===== config.mk =====
export PLATFORM = sky130hd
export DESIGN_NAME = multicycle_sequencer_flat
export DESIGN_NICKNAME = d
export VERILOG_FILES = /design/src/rtl/multicycle_sequencer_pkg.sv /design/src/rtl/multicycle_sequencer_if.sv /design/src/rtl/multicycle_sequencer_instr_class_decode.sv /design/src/rtl/multicycle_sequencer.sv /design/src/flat_wrapper.sv
export SDC_FILE = /design/constraint.sdc
export NUM_CORES = 1
export LEC_CHECK = 0
export CAP_MARGIN = 20
export CORE_MARGIN = 2
export CORE_UTILIZATION = 53
export DETAILED_ROUTE_END_ITERATION = 16
export PLACE_DENSITY = 0.89
export SYNTH_ARGS = -nofsm -noshare
export SYNTH_HDL_FRONTEND = slang
export SYNTH_SLANG_ARGS = --single-unit

===== constraint.sdc =====
create_clock -name clk -period 3.5 [get_ports clk]
set_clock_uncertainty 0.1 [all_clocks]
set_input_delay 0.7 -clock clk [delete_from_list [all_inputs] [get_ports clk]]
set_output_delay 0.7 -clock clk [all_outputs]
set_load 0.1 [all_outputs]

===== src/rtl/multicycle_sequencer_pkg.sv =====
// Shared miniRISC control constants: opcode/func codes, instruction classes
// and sequencer state encodings.
package miniRISC_pkg;

    localparam int OPC_W  = 6;
    localparam int FUNC_W = 5;

    localparam logic [OPC_W-1:0] OP_ALU0   = 6'd0;
    localparam logic [OPC_W-1:0] OP_ALU1   = 6'd1;
    localparam logic [OPC_W-1:0] OP_ALU2   = 6'd2;
    localparam logic [OPC_W-1:0] OP_ALUI0  = 6'd3;
    localparam logic [OPC_W-1:0] OP_ALUI1  = 6'd4;
    localparam logic [OPC_W-1:0] OP_LW     = 6'd5;
    localparam logic [OPC_W-1:0] OP_SW     = 6'd6;
    localparam logic [OPC_W-1:0] OP_BR_LO  = 6'd7;
    localparam logic [OPC_W-1:0] OP_BR_HI  = 6'd11;
    localparam logic [OPC_W-1:0] OP_BL     = 6'd12;
    localparam logic [OPC_W-1:0] OP_BR_X0  = 6'd13;
    localparam logic [OPC_W-1:0] OP_BR_X1  = 6'd14;

    // Highest legal func code for the func-qualified ALU opcodes.
    localparam logic [FUNC_W-1:0] FUNC_MAX_ALU01 = 5'd1;
    localparam logic [FUNC_W-1:0] FUNC_MAX_ALU2  = 5'd5;

    typedef enum logic [2:0] {
        ALU = 3'd0,
        LW  = 3'd1,
        SW  = 3'd2,
        BR  = 3'd3,
        BL  = 3'd4,
        ILL = 3'd5
    } instr_class_t;

    typedef enum logic [2:0] {
        FETCH  = 3'd0,
        DECODE = 3'd1,
        EXEC   = 3'd2,
        MEM    = 3'd3,
        WB     = 3'd4,
        TRAP   = 3'd5
    } state_t;

endpackage


===== src/rtl/multicycle_sequencer_if.sv =====
// Instruction and data memory request/ack handshakes of the sequencer.
interface multicycle_sequencer_if;
    logic imem_req;
    logic imem_ack;
    logic dmem_req;
    logic dmem_ack;
    logic dmem_we;

    modport master (output imem_req, dmem_req, dmem_we, input imem_ack, dmem_ack);
    modport slave  (input imem_req, dmem_req, dmem_we, output imem_ack, dmem_ack);
endinterface


===== src/rtl/multicycle_sequencer_instr_class_decode.sv =====
// Maps the instruction register opcode/func fields onto an instruction class.
module instr_class_decode
    import miniRISC_pkg::*;
(
    input  logic [OPC_W-1:0]  opcode,
    input  logic [FUNC_W-1:0] func,
    output instr_class_t      cls
);

    always_comb begin
        cls = ILL;
        case (opcode)
            OP_ALU0, OP_ALU1:   if (func <= FUNC_MAX_ALU01) cls = ALU;
            OP_ALU2:            if (func <= FUNC_MAX_ALU2) cls = ALU;
            OP_ALUI0, OP_ALUI1: cls = ALU;
            OP_LW:              cls = LW;
            OP_SW:              cls = SW;
            OP_BL:              cls = BL;
            OP_BR_X0, OP_BR_X1: cls = BR;
            default:            if (opcode >= OP_BR_LO && opcode <= OP_BR_HI) cls = BR;
        endcase
    end

endmodule


===== src/rtl/multicycle_sequencer.sv =====
// Five-phase instruction sequencer: drives phase strobes and memory handshakes,
// and keeps retired-instruction and memory-stall debug counters.
module multicycle_sequencer
    import miniRISC_pkg::*;
#(
    parameter int RET_W   = 32,
    parameter int STALL_W = 16
) (
    input  logic                clk,
    input  logic                rst,
    input  logic                run,
    input  logic [OPC_W-1:0]    opcode,
    input  logic [FUNC_W-1:0]   func,
    multicycle_sequencer_if.master mem,
    output logic                irWrite,
    output logic                aluEn,
    output logic                regWrite,
    output logic                pcWrite,
    output logic                illegal,
    output logic [2:0]          state,
    output logic [RET_W-1:0]    retired,
    output logic [STALL_W-1:0]  stall_cycles
);

    state_t       cur_state, nxt_state;
    instr_class_t cls, cls_q;
    logic         fetch_busy;
    logic         imem_req, dmem_req, dmem_we;
    logic         stall_evt;

    instr_class_decode u_decode (
        .opcode (opcode),
        .func   (func),
        .cls    (cls)
    );

    // NOTE: state registers use non-blocking assignments so every flop samples
    // pre-edge values, independent of the order of always blocks.
    always_ff @(posedge clk or negedge rst) begin
        if (!rst) begin
            cur_state  <= FETCH;
            cls_q      <= ILL;
            fetch_busy <= 1'b0;
        end else begin
            cur_state  <= nxt_state;
            // Keeps an unacked fetch alive even if run drops meanwhile.
            fetch_busy <= imem_req & ~mem.imem_ack;
            if (cur_state == DECODE) cls_q <= cls;
        end
    end

    // NOTE: every output and next_state gets a default first so no path
    // through the case statement can infer a latch.
    always_comb begin
        nxt_state = cur_state;
        imem_req  = 1'b0;
        dmem_req  = 1'b0;
        dmem_we   = 1'b0;
        irWrite   = 1'b0;
        aluEn     = 1'b0;
        regWrite  = 1'b0;
        pcWrite   = 1'b0;
        illegal   = 1'b0;
        case (cur_state)
            FETCH: begin
                if (run || fetch_busy) begin
                    imem_req = 1'b1;
                    if (mem.imem_ack) begin
                        irWrite   = 1'b1;
                        nxt_state = DECODE;
                    end
                end
            end
            DECODE: nxt_state = (cls == ILL) ? TRAP : EXEC;
            EXEC: begin
                aluEn = 1'b1;
                case (cls_q)
                    ALU, BL: nxt_state = WB;
                    LW, SW:  nxt_state = MEM;
                    BR: begin
                        pcWrite   = 1'b1;
                        nxt_state = FETCH;
                    end
                    default: nxt_state = TRAP;
                endcase
            end
            MEM: begin
                dmem_req = 1'b1;
                dmem_we  = (cls_q == SW);
                if (mem.dmem_ack) begin
                    pcWrite   = (cls_q == SW);
                    nxt_state = (cls_q == LW) ? WB : FETCH;
                end
            end
            WB: begin
                regWrite  = 1'b1;
                pcWrite   = 1'b1;
                nxt_state = FETCH;
            end
            TRAP:    illegal = 1'b1;
            default: nxt_state = FETCH;
        endcase
        // While reset is held, requests and strobes are forced low even if run=1.
        if (!rst) begin
            imem_req = 1'b0;
            dmem_req = 1'b0;
            dmem_we  = 1'b0;
            irWrite  = 1'b0;
            aluEn    = 1'b0;
            regWrite = 1'b0;
            pcWrite  = 1'b0;
            illegal  = 1'b0;
        end
    end

    assign mem.imem_req = imem_req;
    assign mem.dmem_req = dmem_req;
    assign mem.dmem_we  = dmem_we;
    assign state        = cur_state;
    assign stall_evt    = (imem_req & ~mem.imem_ack) | (dmem_req & ~mem.dmem_ack);

    always_ff @(posedge clk or negedge rst) begin
        if (!rst) begin
            retired      <= '0;
            stall_cycles <= '0;
        end else begin
            if (pcWrite) retired <= retired + RET_W'(1);
            if (stall_evt && (stall_cycles != '1)) stall_cycles <= stall_cycles + STALL_W'(1);
        end
    end

endmodule


===== src/flat_wrapper.sv =====
// flat-port wrapper written by rule: the top's interface ports become plain ports
module multicycle_sequencer_flat import miniRISC_pkg::*;
#(
    parameter int RET_W   = 32,
    parameter int STALL_W = 16
)
  (clk, rst, run, opcode, func, irWrite, aluEn, regWrite, pcWrite, illegal, state, retired, stall_cycles, mem_imem_req, mem_dmem_req, mem_dmem_we, mem_imem_ack, mem_dmem_ack);
  multicycle_sequencer_if mem_i ();
  input  logic clk;
  input  logic rst;
  input  logic run;
  input  logic [OPC_W-1:0] opcode;
  input  logic [FUNC_W-1:0] func;
  output logic irWrite;
  output logic aluEn;
  output logic regWrite;
  output logic pcWrite;
  output logic illegal;
  output logic [2:0] state;
  output logic [RET_W-1:0] retired;
  output logic [STALL_W-1:0] stall_cycles;
  output wire logic [$bits(mem_i.imem_req)-1:0] mem_imem_req;
  output wire logic [$bits(mem_i.dmem_req)-1:0] mem_dmem_req;
  output wire logic [$bits(mem_i.dmem_we)-1:0] mem_dmem_we;
  input wire logic [$bits(mem_i.imem_ack)-1:0] mem_imem_ack;
  input wire logic [$bits(mem_i.dmem_ack)-1:0] mem_dmem_ack;
  assign mem_imem_req = mem_i.imem_req;
  assign mem_dmem_req = mem_i.dmem_req;
  assign mem_dmem_we = mem_i.dmem_we;
  assign mem_i.imem_ack = mem_imem_ack;
  assign mem_i.dmem_ack = mem_dmem_ack;
  multicycle_sequencer #(.RET_W(RET_W), .STALL_W(STALL_W)) u_core (.clk(clk), .rst(rst), .run(run), .opcode(opcode), .func(func), .mem(mem_i), .irWrite(irWrite), .aluEn(aluEn), .regWrite(regWrite), .pcWrite(pcWrite), .illegal(illegal), .state(state), .retired(retired), .stall_cycles(stall_cycles));
endmodule

---- Yosys cells after proc, flatten, opt, wreduce, memory -nomap -nowiden ----
Cells that the tools add are included.
word-level totals
  bits in registers ....................... 55
  input bits .............................. 16
  output and inout bits ................... 59
cells by class
  $add $sub $neg .......................... 2
  order comparisons ....................... 4
  equality and inequality tests ........... 23
  muxes and demuxes ....................... 32
  bitwise gates (word level) .............. 6
  reductions and logical operators ........ 12
operators with widths
  operator               number
  $add 32x1->32 const B  1
  $mux 3                 8
  $pmux 3 s7             1
  $mux 1                 20
  $eq 6x3->1 const B     3
  $eq 6x4->1 const B     3
  $add 16x1->16 const B  1
  $ne 16x16->1 const B   1
  $pmux 3 s5             1
  $eq 3x2->1 const B     4
  $eq 3x3->1 const B     4
  $eq 6x2->1 const B     2
  $reduce_or 2->1        5
  $pmux 3 s3             1
  $eq 3x1->1 const B     2
  $eq 6x1->1 const B     1
  $ge 6x3->1 const B     1
  $le 6x4->1 const B     1
  $logic_not 3->1        2
  $logic_not 6->1        1
  $le 5x1->1 const B     1
  $le 5x3->1 const B     1
  $ne 2x2->1 const B     2
  $reduce_and 4->1       1
  other kinds (7)        11

---- Logic depth before layout (Yosys ltp) ----
  depth after elaboration ................. 7
  depth in mapped cells ................... 7
  depth with buffers taken out ............ 6

---- Cells and area by module ----
A second synthesis with hierarchy kept.
second synthesis, totals
  cell total of the unflattened synthesis .. 281
  area total of the unflattened synthesis .. 2834.0 µm²
modules (own cells, without submodules)
  module                instances  cells an instance  area each (µm²)
  multicycle_sequencer  1          262                2706.3
  instr_class_decode    1          19                 127.6

---- Worst setup path after synthesis ----
Ideal clock, no wire load.
  path type ............................... reg-to-output
  from .................................... reg u_core.cur_state[0] (netlist: u_core.state[0])
  to ...................................... out irWrite
  arrival time ............................ 5.092 ns
  data required time ...................... 2.700 ns
  path slack .............................. -2.392 ns
  cell stages (with the launch flop) ...... 4
  buffers on the path ..................... 1
  cells stage by stage .................... dfrtp_1 -> clkbuf_1 -> nor4_1 -> and2_1
between the ends
  word-level cells in the longest chain between the ends .. 3
RTL lines
  item                    line                         RTL
  start, declared         multicycle_sequencer.sv:25   state_t cur_state, nxt_state;
  start signal, assigned  multicycle_sequencer.sv:45   cur_state <= nxt_state;
  $logic_not 3->1         multicycle_sequencer.sv:64   case (cur_state)
  $mux 1                  multicycle_sequencer.sv:64
  $mux 1                  multicycle_sequencer.sv:104  if (!rst) begin
  end, declared           flat_wrapper.sv:14           output logic irWrite;
Every way passes these cells.

---- Final worst setup path ----
  from .................................... in mem_dmem_ack
  to ...................................... out pcWrite
between the ends
  word-level cells in the longest chain between the ends .. 3
RTL lines
  item             line                         RTL
  start, declared  flat_wrapper.sv:26           input wire logic [$bits(mem_i.dmem_ack)-1:0] mem_dmem_ack;
  $mux 1           multicycle_sequencer.sv:90   if (mem.dmem_ack) begin
  $pmux 1 s3       multicycle_sequencer.sv:64
  $mux 1           multicycle_sequencer.sv:104
  end, declared    flat_wrapper.sv:17           output logic pcWrite;
Every way passes these cells.

==> results_dict.tcl <==
set metrics [dict create \
    tritoncts_clock_tree "yes" \
    drcViolationCount 0 \
    postSynth.asyncResetShare_pct 100 \
    routability_cong 0.819 \
    number_of_flops_mapped_to_enable_cells_by_yosys 0 \
    timing.critical_path.depth 5 \
    worst-endpoint-arrival_ps 2130 \
    power.clock.fraction_pct 15.8 \
    min_delay_path_class "input port to asynchronous set/reset pin" \
    max_clock_freq_mhz 342 \
    fp_rows 26 \
    worst-r2r-setup-slack_ps 1210 \
    layout.cell_area.non_filler_um2 3770 \
    insertedDiodeCount 0 \
    fin_cells 432 \
    cts-resized-gates 0 \
    worst-setup-path-type "input port to output port" \
    p_int_w 0.00113 \
    tightestPinTransition_ps 538 \
    groute.usage.overall_pct 20.7 \
    synth_cells 285 \
    die_area_um2 6070 \
    vdd.ir_drop.worst_mv 0.569 \
    most_used_cells_in_the_layout_excluding_fill_and_tap_cells "53 x sky130_fd_sc_hd__buf_4, 53 x sky130_fd_sc_hd__dfrtp_1, 27 x sky130_fd_sc_hd__nor2_1, 27 x sky130_fd_sc_hd__nand2_1, 24 x sky130_fd_sc_hd__xnor2_1" \
    num_io_pins 75 \
    syn_avg_cell_area_um2 10.2 \
    post_cts_hold_buffer_count 0 \
    final_hold_vio_count 0 \
    clock_latency_ps 310 \
    crit_path_cell_trace "clkdlybuf4s50_1 > nand3b_4 > a211o_1 > nand2_1 > buf_12" \
    clock-sinks 55 \
    start_kind "input port" \
    crit_path_max_incr_delay_ps 580 \
    critical_path.max_fanout 5 \
    sum_of_overflow_across_all_layers_after_global_routing 0 \
    place.port_buffers 73 \
    cts_buffers 5 \
    critical_path.top_delay_family "buffers and inverters" \
    place.detailed.hpwl_um 4560 \
    fill_cells 382 \
    max_cap_viol_count 0 \
    grt_antenna_before_repair 0 \
    ys_seq_elements 55 \
    post-route-min-period_ps 2930 \
    regToRegStartpoint "u_core.stall_cycles[0]" \
    grt_max_degree 38 \
    placedCellCount 424 \
    total_leakage_power_nw 1.82 \
    detail-route-antenna-nets 0 \
    power_switching_share_pct 48.7 \
    r2r_worst_path_depth 5 \
    initialDrtViolationCount 72 \
    die_w_um 77.9 \
    ys_seq_area_share_pct 47.6 \
    cts-root-to-sink-buffers 2 \
    critical_path.endpoint "pcWrite" \
    floorplan.initialDensity_pct 56.0 \
    worstReg2RegEnd "u_core.stall_cycles[1]" \
    path_clk_slew_ps 100 \
    grt_first_pass_wirelength_um 10300 \
    final_layout_size_suffix_gt1_share_pct 24.9 \
    seqPwrFrac_pct 38.9 \
    cts.htree.levels 2 \
    dpl-instance-area_um2 3680 \
    die-height_um 77.9 \
    post_synth_num_cell_types 49 \
    crit_start "mem_dmem_ack" \
    crit_buf_inv 2 \
    via_count 2359 \
    comb_power_share_pct 45.3 \
    grt_setup_unrepaired "no" \
    power_w 0.00221 \
    timing_max_transition_violations_final 0 \
    utilization_pct 72.8 \
    worst_path_max_delay_cell "sky130_fd_sc_hd__clkdlybuf4s50_1" \
    avg_vias_per_cell 5.46 \
    fp.coreArea_um2 5170 \
    setup.worst_path.end_class "output port" \
    flow.area_growth_from_synthesis_pct 30.1 \
    timing.final.crit_share_pct 83.7 \
    first_global_vias 2223 \
    top_ff_cell_synth "sky130_fd_sc_hd__dfrtp_1" \
    drt_pass1_iterations 4 \
    timing.slew.headroom_pct 64.1 \
    combined_area_of_all_synthesized_cells_um2 2890 \
    cellPowerDensity_nw_per_um2 586 \
    wl_um 6010 \
    final_setup_fails 0 \
    clockRootBuffer "sky130_fd_sc_hd__clkbuf_8" \
    nets 379 \
    wl_per_cell_um 13.9 \
    yosys_warnings 0 \
    postCtsSetupBuffers 0 \
    syn-num-nets 303 \
    critical_path_required_ps 2700 \
    power_switching_w 0.00108 \
    status "complete, no violations" \
]
==> power by group through the flow <==
stage / combinational (W) / sequential, W / clock, W
6_report: 0.00100 / 0.000860 / 0.000348
5_1_grt: 0.00105 / 0.000875 / 0.000385
4_1_cts: 0.00100 / 0.000858 / 0.000360
3_5_place_dp: 0.00100 / 0.000871 / 0
3_3_place_gp: 0.000991 / 0.000865 / 0
2_1_floorplan: 0.000402 / 0.00121 / 0
==> synth_stat cells (all sizes together) (2+ instances only) <==
| cell type | instances | area [um2] |
|---|---|---|
| nor2b | 3 | 18.8 |
| and3 | 3 | 18.8 |
| nor4 | 12 | 90.1 |
| nor3 | 11 | 55.1 |
| ha | 2 | 25.0 |
| nand2b | 4 | 25.0 |
| dfrtp | 53 | 1330 |
| o21ai | 9 | 52.6 |
| nand4 | 11 | 75.1 |
| mux2 | 4 | 48.8 |
| a21boi | 2 | 15.0 |
| or3 | 2 | 12.5 |
| xor2 | 20 | 175 |
| nand3 | 18 | 95.1 |
| o22ai | 3 | 32.5 |
| nand2 | 27 | 101 |
| and4 | 3 | 26.3 |
| inv | 10 | 37.5 |
| buf | 5 | 25.0 |
| nor2 | 28 | 105 |
| dfstp | 2 | 52.6 |
| nand4b | 2 | 17.5 |
| nand3b | 2 | 40.0 |
| a21oi | 4 | 20.0 |
| and2 | 4 | 25.0 |
| xnor2 | 24 | 210 |
| or4 | 2 | 15.0 |
==> registers in the layout, summed over array words and instances, names as in the netlist <==
| signal | cells |
|---|---|
| u_core.retired | 32 |
| u_core.stall_cycles | 16 |
| u_core.cls_q | 3 |
| u_core.state | 3 |
| u_core.fetch_busy | 1 |
==> per-stage QoR <==
stage / setup WS (ps) / hold WS (ps) / TNS, ps
after floorplan: -452 / 304 / -563
after global placement: 584 / 361 / 0
after detailed placement: 575 / 385 / 0
after CTS: 568 / 349 / 0
after global routing: 530 / 355 / 0
final: 572 / 340 / 0
==> kinds of logic after synthesis <==
| family | count (synthesis) | synth area share [%] |
|---|---|---|
| adder cells (fa/ha/maj) | 2 | 0.865 |
| AND/OR/NAND/NOR | 134 | 25.9 |
| flip-flops | 55 | 47.6 |
| AO/OA/AOI/OAI | 29 | 7.91 |
| buffers and inverters | 16 | 2.29 |
| multiplexers | 5 | 2.03 |
| XOR/XNOR | 44 | 13.3 |
==> worst min-delay path by stage <==
| stage | startpoint | endpoint | slack, ps |
|---|---|---|---|
| 2_1_floorplan | rst | u_core.cls_q[1] | 300 |
| 3_3_place_gp | u_core.retired[31] | u_core.retired[31] | 360 |
| 3_5_place_dp | u_core.retired[31] | u_core.retired[31] | 380 |
| 4_1_cts | rst | u_core.stall_cycles[10] | 350 |
| 5_1_grt | rst | u_core.stall_cycles[10] | 350 |
| 6_report | rst | u_core.stall_cycles[11] | 340 |
==> layout make-up <==
type                            count  area (um2)  area share [%]
Clock buffer                        5        68.8            1.83
Clock inverter                      3        18.8           0.498
Inverter                           10        37.5           0.997
Multi-Input combinational cell    214        1480            39.3
Sequential cell                    55        1380            36.6
Tap cell                           70        87.6            2.33
Timing Repair Buffer               75         693            18.4
==> per-layer routing <==
metal / track usage, % / routed length (um)
met4: 5.09 / 53
met5: 0 / 0
met3: 4.42 / 296
met2: 34.6 / 2940
met1: 27.7 / 2720
Power figures use the tool's default switching activity.
